--- src/rtl/arbitro_memoria_programa.sv ---
// Round-robin arbiter sharing the single program/data memory port between the
// host loader and the processor core, using a fixed three-cycle req/ack transaction.
module arbitro_memoria_programa #(
   parameter int LARGO_DIRECCION = 6,
   parameter int LARGO_DATO      = 12
) (
   input  logic                       clk,
   input  logic                       reset,
   input  logic                       host_req,
   input  logic                       host_wr,
   input  logic [LARGO_DIRECCION-1:0] host_dir,
   input  logic [LARGO_DATO-1:0]      host_dato,
   output logic                       host_ack,
   output logic [LARGO_DATO-1:0]      host_dato_leido,
   input  logic                       cpu_req,
   input  logic                       cpu_wr,
   input  logic [LARGO_DIRECCION-1:0] cpu_dir,
   input  logic [LARGO_DATO-1:0]      cpu_dato,
   output logic                       cpu_ack,
   output logic [LARGO_DATO-1:0]      cpu_dato_leido,
   output logic                       mem_en,
   output logic                       mem_wr,
   output logic [LARGO_DIRECCION-1:0] mem_dir,
   output logic [LARGO_DATO-1:0]      mem_dato_escrito,
   input  logic [LARGO_DATO-1:0]      mem_dato_leido,
   output logic                       ocupado
);

   typedef enum logic [1:0] {
      INACTIVO = 2'd0,
      ACCESO   = 2'd1,
      LECTURA  = 2'd2
   } estado_t;

   estado_t estado, estado_sig;

   logic                       host_eleg, cpu_eleg;
   logic                       conceder, elige_cpu, fin;
   logic                       ultimo_cpu, atendido_cpu, atendido_wr;
   logic                       sel_wr;
   logic [LARGO_DIRECCION-1:0] sel_dir;
   logic [LARGO_DATO-1:0]      sel_dato;

   // A port whose ack is still high is masked, so a held req re-arbitrates one cycle later.
   assign host_eleg = host_req && !host_ack;
   assign cpu_eleg  = cpu_req  && !cpu_ack;

   always_ff @(posedge clk or negedge reset) begin
      if (!reset) estado <= INACTIVO;
      else        estado <= estado_sig;
   end

   always_comb begin
      estado_sig = estado;
      conceder   = 1'b0;
      elige_cpu  = 1'b0;
      fin        = 1'b0;
      case (estado)
         INACTIVO: begin
            if (host_eleg || cpu_eleg) begin
               conceder   = 1'b1;
               elige_cpu  = cpu_eleg && (!host_eleg || !ultimo_cpu);
               estado_sig = ACCESO;
            end
         end
         ACCESO:  estado_sig = LECTURA;
         LECTURA: begin
            fin        = 1'b1;
            estado_sig = INACTIVO;
         end
         default: estado_sig = INACTIVO;
      endcase
   end

   assign sel_wr   = elige_cpu ? cpu_wr   : host_wr;
   assign sel_dir  = elige_cpu ? cpu_dir  : host_dir;
   assign sel_dato = elige_cpu ? cpu_dato : host_dato;
   assign ocupado  = (estado == ACCESO) || (estado == LECTURA);

   always_ff @(posedge clk or negedge reset) begin
      if (!reset) begin
         mem_en           <= 1'b0;
         mem_wr           <= 1'b0;
         mem_dir          <= '0;
         mem_dato_escrito <= '0;
         host_ack         <= 1'b0;
         cpu_ack          <= 1'b0;
         host_dato_leido  <= '0;
         cpu_dato_leido   <= '0;
         ultimo_cpu       <= 1'b1;
         atendido_cpu     <= 1'b0;
         atendido_wr      <= 1'b0;
      end else begin
         mem_en   <= conceder;
         mem_wr   <= conceder && sel_wr;
         host_ack <= fin && !atendido_cpu;
         cpu_ack  <= fin && atendido_cpu;
         if (conceder) begin
            mem_dir          <= sel_dir;
            mem_dato_escrito <= sel_dato;
            atendido_cpu     <= elige_cpu;
            atendido_wr      <= sel_wr;
         end
         // Read data arrives one cycle after the strobe; writes leave dato_leido untouched.
         if (fin) begin
            ultimo_cpu <= atendido_cpu;
            if (!atendido_wr) begin
               if (atendido_cpu) cpu_dato_leido  <= mem_dato_leido;
               else              host_dato_leido <= mem_dato_leido;
            end
         end
      end
   end

endmodule

--- config.mk ---
export PLATFORM = sky130hd
export DESIGN_NAME = arbitro_memoria_programa
export DESIGN_NICKNAME = d
export VERILOG_FILES = /design/src/rtl/arbitro_memoria_programa.sv
export SDC_FILE = /design/constraint.sdc
export NUM_CORES = 1
export LEC_CHECK = 0
export CORE_UTILIZATION = 46
export DETAILED_ROUTE_END_ITERATION = 6
export HOLD_SLACK_MARGIN = 0.02
export PLACE_DENSITY_LB_ADDON = 0.15
export SYNTH_ARGS = -nofsm -noshare
export SYNTH_HDL_FRONTEND = slang
export SYNTH_SLANG_ARGS = --single-unit
--- constraint.sdc ---
create_clock -name clk -period 3.4 [get_ports clk]
set_clock_uncertainty 0.05 [all_clocks]
set_input_delay 0.68 -clock clk [delete_from_list [all_inputs] [get_ports clk]]
set_output_delay 0.68 -clock clk [all_outputs]
set_load 0.005 [all_outputs]
# Word-level counts from Yosys, hierarchy flattened
# Index checks and enable logic that the tools add are counted.
# Widths: inputs -> output; s select.
[op_classes]
n_eq_ne = 3
muxes = 10
bitwise = 2
n_reduce_logical = 17
[ops]
columns = ["op", "n"]
rows = [
  ["$mux 12", 1],
  ["$logic_and 1x1->1", 6],
  ["$mux 1", 6],
  ["$mux 6", 1],
  ["$reduce_and 3->1", 2],
  ["$logic_not 1->1", 5],
  ["$pmux 2 s2", 1],
  ["$logic_or 1x1->1", 3],
  ["$eq 2x1->1 const B", 1],
  ["$eq 2x2->1 const B", 1],
  ["$logic_not 2->1", 1],
  ["$mux 2", 1],
  ["$ne 2x2->1 const B", 1],
  ["$not 1->1", 2],
]
[totals]
ff_bits = 51
inputBits = 54
output_inout_bits = 47
elab_cells = 44

# Depth between registers and ports, before layout
# Gate-level depths: netlist of the first run.
[depth]
word_depth = 9
mapped_depth = 7
ltp_nobuf = 5

# Worst setup path before layout of the first run
# OpenSTA, ideal clock, no wires.
[synth_path]
path_type = "input port to flip-flop"
from = "in cpu_req"
to = "reg mem_dato_escrito[2]"
setup_time_ns = 0.140
arrival_time_ns = 1.370
t_required_ns = 3.210
slack_ns = 1.840
path_stages = 4
n_path_buf = 1
cell_sequence = "nor2b_4 -> buf_6 -> a2111oi_0 -> a211oi_1"
[synth_between]
elab_chain_cells = 5
elab_cells_between_ends = 8
classes_between = "mux (5); reduce/logical (3)"
[synth_lines]
columns = ["element", "line_no", "source"]
rows = [
  ["start: declaration", "15", "input logic cpu_req,"],
  ["$logic_and 1x1->1 (*)", "46", "assign cpu_eleg = cpu_req && !cpu_ack;"],
  ["$logic_and 1x1->1 or $logic_or 1x1->1 (tied branches)", "62, 60", ""],
  ["$mux 1", "60", "if (host_eleg || cpu_eleg) begin"],
  ["$mux 1", "58", "case (estado)"],
  ["$mux 12", "77", "assign sel_dato = elige_cpu ? cpu_dato : host_dato;"],
  ["end signal: assignment", "100", "mem_dato_escrito <= sel_dato;"],
  ["end: declaration", "24", "output logic [LARGO_DATO-1:0] mem_dato_escrito,"],
]
# Every way passes the cells marked *; elsewhere a longest branch is shown, timed or not.
# A chain may end at the register's enable or synchronous reset.

# Worst setup path after layout of the first run
[layout_path]
from = "reg estado[0]"
to = "out ocupado"
[layout_between]
elab_chain_cells = 2
elab_cells_between_ends = 3
classes_between = "eq/ne (2); reduce/logical (1)"
[layout_lines]
columns = ["element", "line_no", "source"]
rows = [
  ["start: declaration", "35", "estado_t estado, estado_sig;"],
  ["start signal: assignment", "50", "else estado <= estado_sig;"],
  ["$eq 2x1->1 or $eq 2x2->1 (tied branches)", "78", "assign ocupado = (estado == ACCESO) || (estado == LECTURA);"],
  ["$logic_or 1x1->1 (*)", "78", ""],
  ["end: declaration", "26", "output logic ocupado"],
]
# Marked as above.

==> results of run 1 <==
-- state kept, by name, summed over array words and instances, names as in the netlist --
register / count
atendido_cpu: 1
atendido_wr: 1
cpu_ack: 1
cpu_dato_leido: 12
estado: 2
host_ack: 1
host_dato_leido: 12
mem_dato_escrito: 12
mem_dir: 6
mem_en: 1
mem_wr: 1
ultimo_cpu: 1
-- report_power, final --
| part | switching [W] | total [W] | internal (W) | leakage (nW) |
|---|---|---|---|---|
| Sequential | 0.000165 | 0.00107 | 0.000906 | 0.594 |
| Combinational | 0.000560 | 0.00140 | 0.000839 | 0.849 |
| Clock | 0.000192 | 0.000378 | 0.000186 | 0.0515 |
| Total | 0.000917 | 0.00285 | 0.00193 | 1.49 |
-- cells by family after synthesis --
group,share of synthesized area [%]
fa+ha+maj,2.05
compound gates,14.1
buf+inv,8.96
mux,13.5
flops,52.3
simple gates,9.06
-- how the worst max path moves through the flow --
| stage | cells after the start | slack [ps] | endpoint | start |
|---|---|---|---|---|
| after global routing | 3 | 1000 | ocupado | estado[0] |
| final | 3 | 1130 | ocupado | estado[0] |
| after detailed placement | 4 | 960 | mem_dato_escrito[5] | cpu_req |
| after floorplan | 4 | 1840 | mem_dato_escrito[2] | cpu_req |
| after global placement | 4 | 1010 | mem_dato_escrito[6] | cpu_req |
| after CTS | 3 | 1100 | ocupado | estado[0] |
-- synthesized netlist by cell type --
cell / count / area [um2]
a2111oi_0: 19 / 166
a211oi_1: 19 / 143
a21o_1: 1 / 7.51
a21oi_1: 1 / 5.00
and2_4: 2 / 17.5
and3b_1: 1 / 8.76
buf_2: 6 / 30.0
buf_6: 7 / 78.8
clkbuf_1: 4 / 15.0
clkbuf_2: 1 / 5.00
dfrtp_1: 50 / 1250
dfstp_2: 1 / 26.3
ha_1: 4 / 50.1
inv_1: 23 / 86.3
inv_2: 1 / 3.75
mux2_1: 3 / 33.8
mux2_2: 13 / 146
mux2_4: 10 / 150
nand2_1: 1 / 3.75
nand2_4: 1 / 11.3
nand2b_1: 1 / 6.26
nand2b_4: 1 / 13.8
nand3_1: 1 / 5.00
nand4b_1: 1 / 8.76
nor2b_4: 2 / 27.5
nor4_1: 19 / 119
o21bai_1: 1 / 7.51
o2bb2ai_1: 1 / 8.76
o31ai_1: 1 / 7.51
-- per-stage QoR --
stage | worst slack (ps) | hold WS [ps]
after floorplan | 1840 | 334
after global routing | 996 | 304
after global placement | 1010 | 423
final | 1130 | 277
after CTS | 1100 | 288
after detailed placement | 964 | 440
-- worst max-delay path, cell delays in order (launching register included) --
cell and delay, ps:
dfrtp_1 370, inv_1 80, ha_1 300, clkdlybuf4s50_1 500
-- metal layers --
layer | part of all wire (%) | wire length (um)
met5 | 0 | 0
met4 | 1.4 | 84
met1 | 44 | 2540
met2 | 48 | 2810
met3 | 7.0 | 409
-- area by class of cell --
class | count | area [um2]
fill | 397 | 1590
clock buffer | 8 | 100
tap | 70 | 87.6
inverter | 24 | 90.1
multi-input combinational | 103 | 947
sequential | 51 | 1280
timing repair buffer | 102 | 1010
==> flow_metrics.env, run 1 <==
export IMPL_drive_above_1_share_pct=14.2
export IMPL_via_per_inst=5.43
export IMPL_maxCapViolCount=0
export IMPL_grt_pass1_vias=1956
export IMPL_cts_max_level=2
export IMPL_cp_required_ps=2670
export IMPL_core_um2=5110
export IMPL_start_util_pct=47.8
export IMPL_synth_cell_types=29
export IMPL_cts_resized=0
export IMPL_outcome="complete, no violations"
export IMPL_cts_root_buf="clkbuf_8"
export IMPL_worstPathArrival_ps=1540
export IMPL_final_cells=358
export IMPL_grtUsageMet3_pct=6.43
export IMPL_yosysSeqAreaShare_pct=52.3
export IMPL_place_gp_congestion=0.783
export IMPL_rows=26
export IMPL_met1_usage_pct=26.8
export IMPL_antenna_found_initial=0
export IMPL_p_leak_nw=1.49
export IMPL_clock_latency_ps=300
export IMPL_critical_path_class="reg -> out"
export IMPL_post_drt_wl_per_cell_um=16.3
export IMPL_dp_cells=350
export IMPL_dieWidth_um=74.9
export IMPL_synthCells=196
export IMPL_syn_avg_cell_area_um2=12.5
export IMPL_r2r_slack_ps=1230
export IMPL_crit_fanout=3
export IMPL_cts_hold_buffers=0
export IMPL_finalSetupViolCount=0
export IMPL_holdCritPathClass="in -> async"
export IMPL_fin_area_um2=3510
export IMPL_grt_overflow=0
export IMPL_area_growth_synth_to_final_pct=43.8
export IMPL_drt_pass1_iterations=4
export IMPL_tightest_slew_ps=824
export IMPL_postCtsSetupBuffers=0
export IMPL_grt_pass1_wl_um=9040
export IMPL_layout_common_cells="clkdlybuf4s50_1 (99), dfrtp_1 (50), inv_1 (23)"
export IMPL_pin_count=101
export IMPL_hold_violations=0
export IMPL_r2r_cells=5
export IMPL_cts_tree="done"
export IMPL_track_usage_pct=21.9
export IMPL_finalCriticalPeriod_ps=2270
export IMPL_grt_busiest_layer="met2"
export IMPL_placed_area_um2=3410
export IMPL_rsz0062_at_grt="false"
export IMPL_end_kind="output port"
export IMPL_fin_nets=345
export IMPL_setup_tns_ps=0
export IMPL_finalCritPeriodShare_pct=66.8
export IMPL_postLayoutCoreUtil_pct=68.8
export IMPL_cts_made_buffers=5
export IMPL_die_area_um2=5610
export IMPL_max_slew_margin_pct=45.1
export IMPL_p_total_w=0.00285
export IMPL_finalWirelength_um=5840
export IMPL_finalMaxSlewViolations=0
export IMPL_diodes=0
export IMPL_use_met2_pct=36.2
export IMPL_ys_warnings_count=0
export IMPL_grt_max_degree=41
export IMPL_syn_area_um2=2440
export IMPL_peakVddDrop_uv=463
export IMPL_clkTransAtPathRegs_ps=90
export IMPL_clock_sinks=51
export IMPL_ant_nets=0
export IMPL_clockBufferDepth=2
export IMPL_drt_iter0_drc=115
export IMPL_vias=1945
export IMPL_timing_rr_end="mem_dir[0]"
export IMPL_dieHeight_um=74.9
export IMPL_mostFrequentLayoutCell="clkdlybuf4s50_1"
export IMPL_r2r_start="estado[0]"
export IMPL_drc=0
export IMPL_ys_seq_elements=51
export IMPL_syn_num_nets=254
export IMPL_fmax_mhz=440
export IMPL_io_buffers=100
export IMPL_powerDensity_nw_per_um2=810
export IMPL_cp_start_kind="flip-flop"
export IMPL_hpwl_um=3990
Note: power is estimated with default switching activity, not from simulation.
==> run 2, diff against run 1 <==
- CORE_UTILIZATION: 46 -> 39
- clock period: 3.4 -> 1.85 ns (I/O delays scaled with it)
==> flow_metrics.env, run 2 (synthesis gave the netlist of run 1 again) <==
export IMPL_outcome="complete, no violations"
export IMPL_tightest_slew_ps=600
export IMPL_drt_pass1_iterations=4
export IMPL_clockBufferDepth=2
export IMPL_maxCapViolCount=0
export IMPL_finalCritPeriodShare_pct=93.1
export IMPL_drive_above_1_share_pct=18.5
export IMPL_via_per_inst=5.31
export IMPL_die_area_um2=6590
export IMPL_rsz0062_at_grt="false"
export IMPL_rows=28
export IMPL_min_from="host_dato_leido[4]"
export IMPL_multiInputGateArea_um2=956
export IMPL_track_usage_pct=19.6
export IMPL_dieHeight_um=81.2
export IMPL_finalCriticalPeriod_ps=1720
export IMPL_cts_root_buf="clkbuf_8"
export IMPL_grt_pass1_vias=1868
export IMPL_layout_common_cells="clkdlybuf4s50_1 (98), dfrtp_1 (50), inv_1 (23)"
export IMPL_cp_buffers_inverters=2
export IMPL_finalSetupViolCount=0
export IMPL_fmax_mhz=581
export IMPL_dieWidth_um=81.2
export IMPL_powerDensity_nw_per_um2=1500
export IMPL_largest_registers="cpu_dato_leido (12), host_dato_leido (12), mem_dato_escrito (12)"
export IMPL_clkTransAtPathRegs_ps=100
export IMPL_cts_tree="done"
export IMPL_min_to="host_dato_leido[4]"
export IMPL_slowest_stage="dfrtp_1"
export IMPL_hold_violations=0
export IMPL_p_leak_nw=1.58
export IMPL_ant_nets=0
export IMPL_max_slew_margin_pct=59.9
export IMPL_crit_path_start="estado[1]"
export IMPL_drt_iter0_drc=115
export IMPL_critical_path_class="reg -> out"
export IMPL_cp_start_kind="flip-flop"
export IMPL_cts_made_buffers=5
export IMPL_r2r_cells=6
export IMPL_antenna_found_initial=0
export IMPL_post_drt_wl_per_cell_um=16.6
export IMPL_setup_tns_ps=0
export IMPL_layout_setup_ws_ps=128
export IMPL_peakVddDrop_uv=882
export IMPL_start_util_pct=40.8
export IMPL_area_growth_synth_to_final_pct=50.6
export IMPL_grt_overflow=0
export IMPL_mostFrequentLayoutCell="clkdlybuf4s50_1"
export IMPL_holdPathStages=1
export IMPL_cts_max_level=2
export IMPL_worstPathArrival_ps=1300
export IMPL_finalMaxSlewViolations=0
export IMPL_r2r_slack_ps=140
export IMPL_cp_required_ps=1430
export IMPL_grt_pass1_wl_um=9640
export IMPL_end_kind="output port"
export IMPL_fillers=507
export IMPL_r2r_start="estado[1]"
export IMPL_diodes=0
export IMPL_hpwl_um=4250
export IMPL_clock_sinks=51
export IMPL_vias=2009
export IMPL_place_ws_ps=-144
export IMPL_cpPeakStageDelay_ps=390
export IMPL_cp_cell_sequence="inv_1 > ha_1 > dlygate4sd2_1"
export IMPL_io_buffers=100
export IMPL_fin_nets=360
export IMPL_crit_fanout=3
export IMPL_grt_max_degree=34
export IMPL_pin_count=101
export IMPL_finalWirelength_um=6280
export IMPL_critPathTopFamily="flip-flops"
export IMPL_core_um2=5990
export IMPL_holdCritPathClass="reg -> reg"
export IMPL_clock_latency_ps=310
export IMPL_drc=0
export IMPL_timing_rr_end="mem_dato_escrito[10]"
export IMPL_place_gp_congestion=0.740
export IMPL_ff_latch_area_um2=1280
[run 2: metrics by stage]
step	total power [W]	cell area, um2	std cells	util [%]	hold WS [ps]
6_report	0.00553	3680	378	61.4	448
5_1_grt	0.00591	3680	378	61.4	480
4_1_cts	0.00554	3670	378	61.2	453
3_5_place_dp	0.00471	3530	367	59.0	301
3_3_place_gp	0.00466	3530	367	59.0	297
2_1_floorplan	0.00327	2440	196	-	24.4
[run 2: final cells by class]
class / instances / area share, %
inverter: 24 / 2.52
tap: 75 / 2.55
timing repair buffer: 117 / 31.2
sequential: 51 / 34.7
clock inverter: 2 / 1.02
clock buffer: 6 / 1.97
multi-input combinational: 103 / 26.0
[run 2: what timing repair did]
action / CTS / global route
endpoints found under the setup margin: 1 / 7
hold endpoints to repair: 18 / 0
hold buffers: 1 / 0
buffers inserted: 2 / 0
resized for setup: 1 / 6
[run 2: report_power, final]
part / internal (W) / switching, W
Sequential: 0.00166 / 0.000296
Clock: 0.000405 / 0.000392
Combinational: 0.00169 / 0.00109
Total: 0.00376 / 0.00178
[run 2: how the worst max path moves through the flow]
stage	end	slack [ps]	depth (start not counted)
5_1_grt	mem_dato_escrito[10]	1	6
6_report	ocupado	130	3
3_5_place_dp	mem_dato_escrito[10]	-140	5
4_1_cts	mem_dato_escrito[10]	50	6
2_1_floorplan	host_dato_leido[0]	300	6
3_3_place_gp	mem_dir[2]	-80	5
[run 2: per-layer routing]
layer	vias up	GRT usage, %	share of wire [%]
li1	948	-	-
met1	966	27.7	48
met2	89	30.1	44
met3	6	5.06	6.5
met4	0	4.29	0.68
met5	-	0	0
==> run 3, diff against run 2 <==
- SLEW_MARGIN: unset -> 20
==> results of run 3 <==
The final DEF is identical to that of run 2; final timing and power are the same.
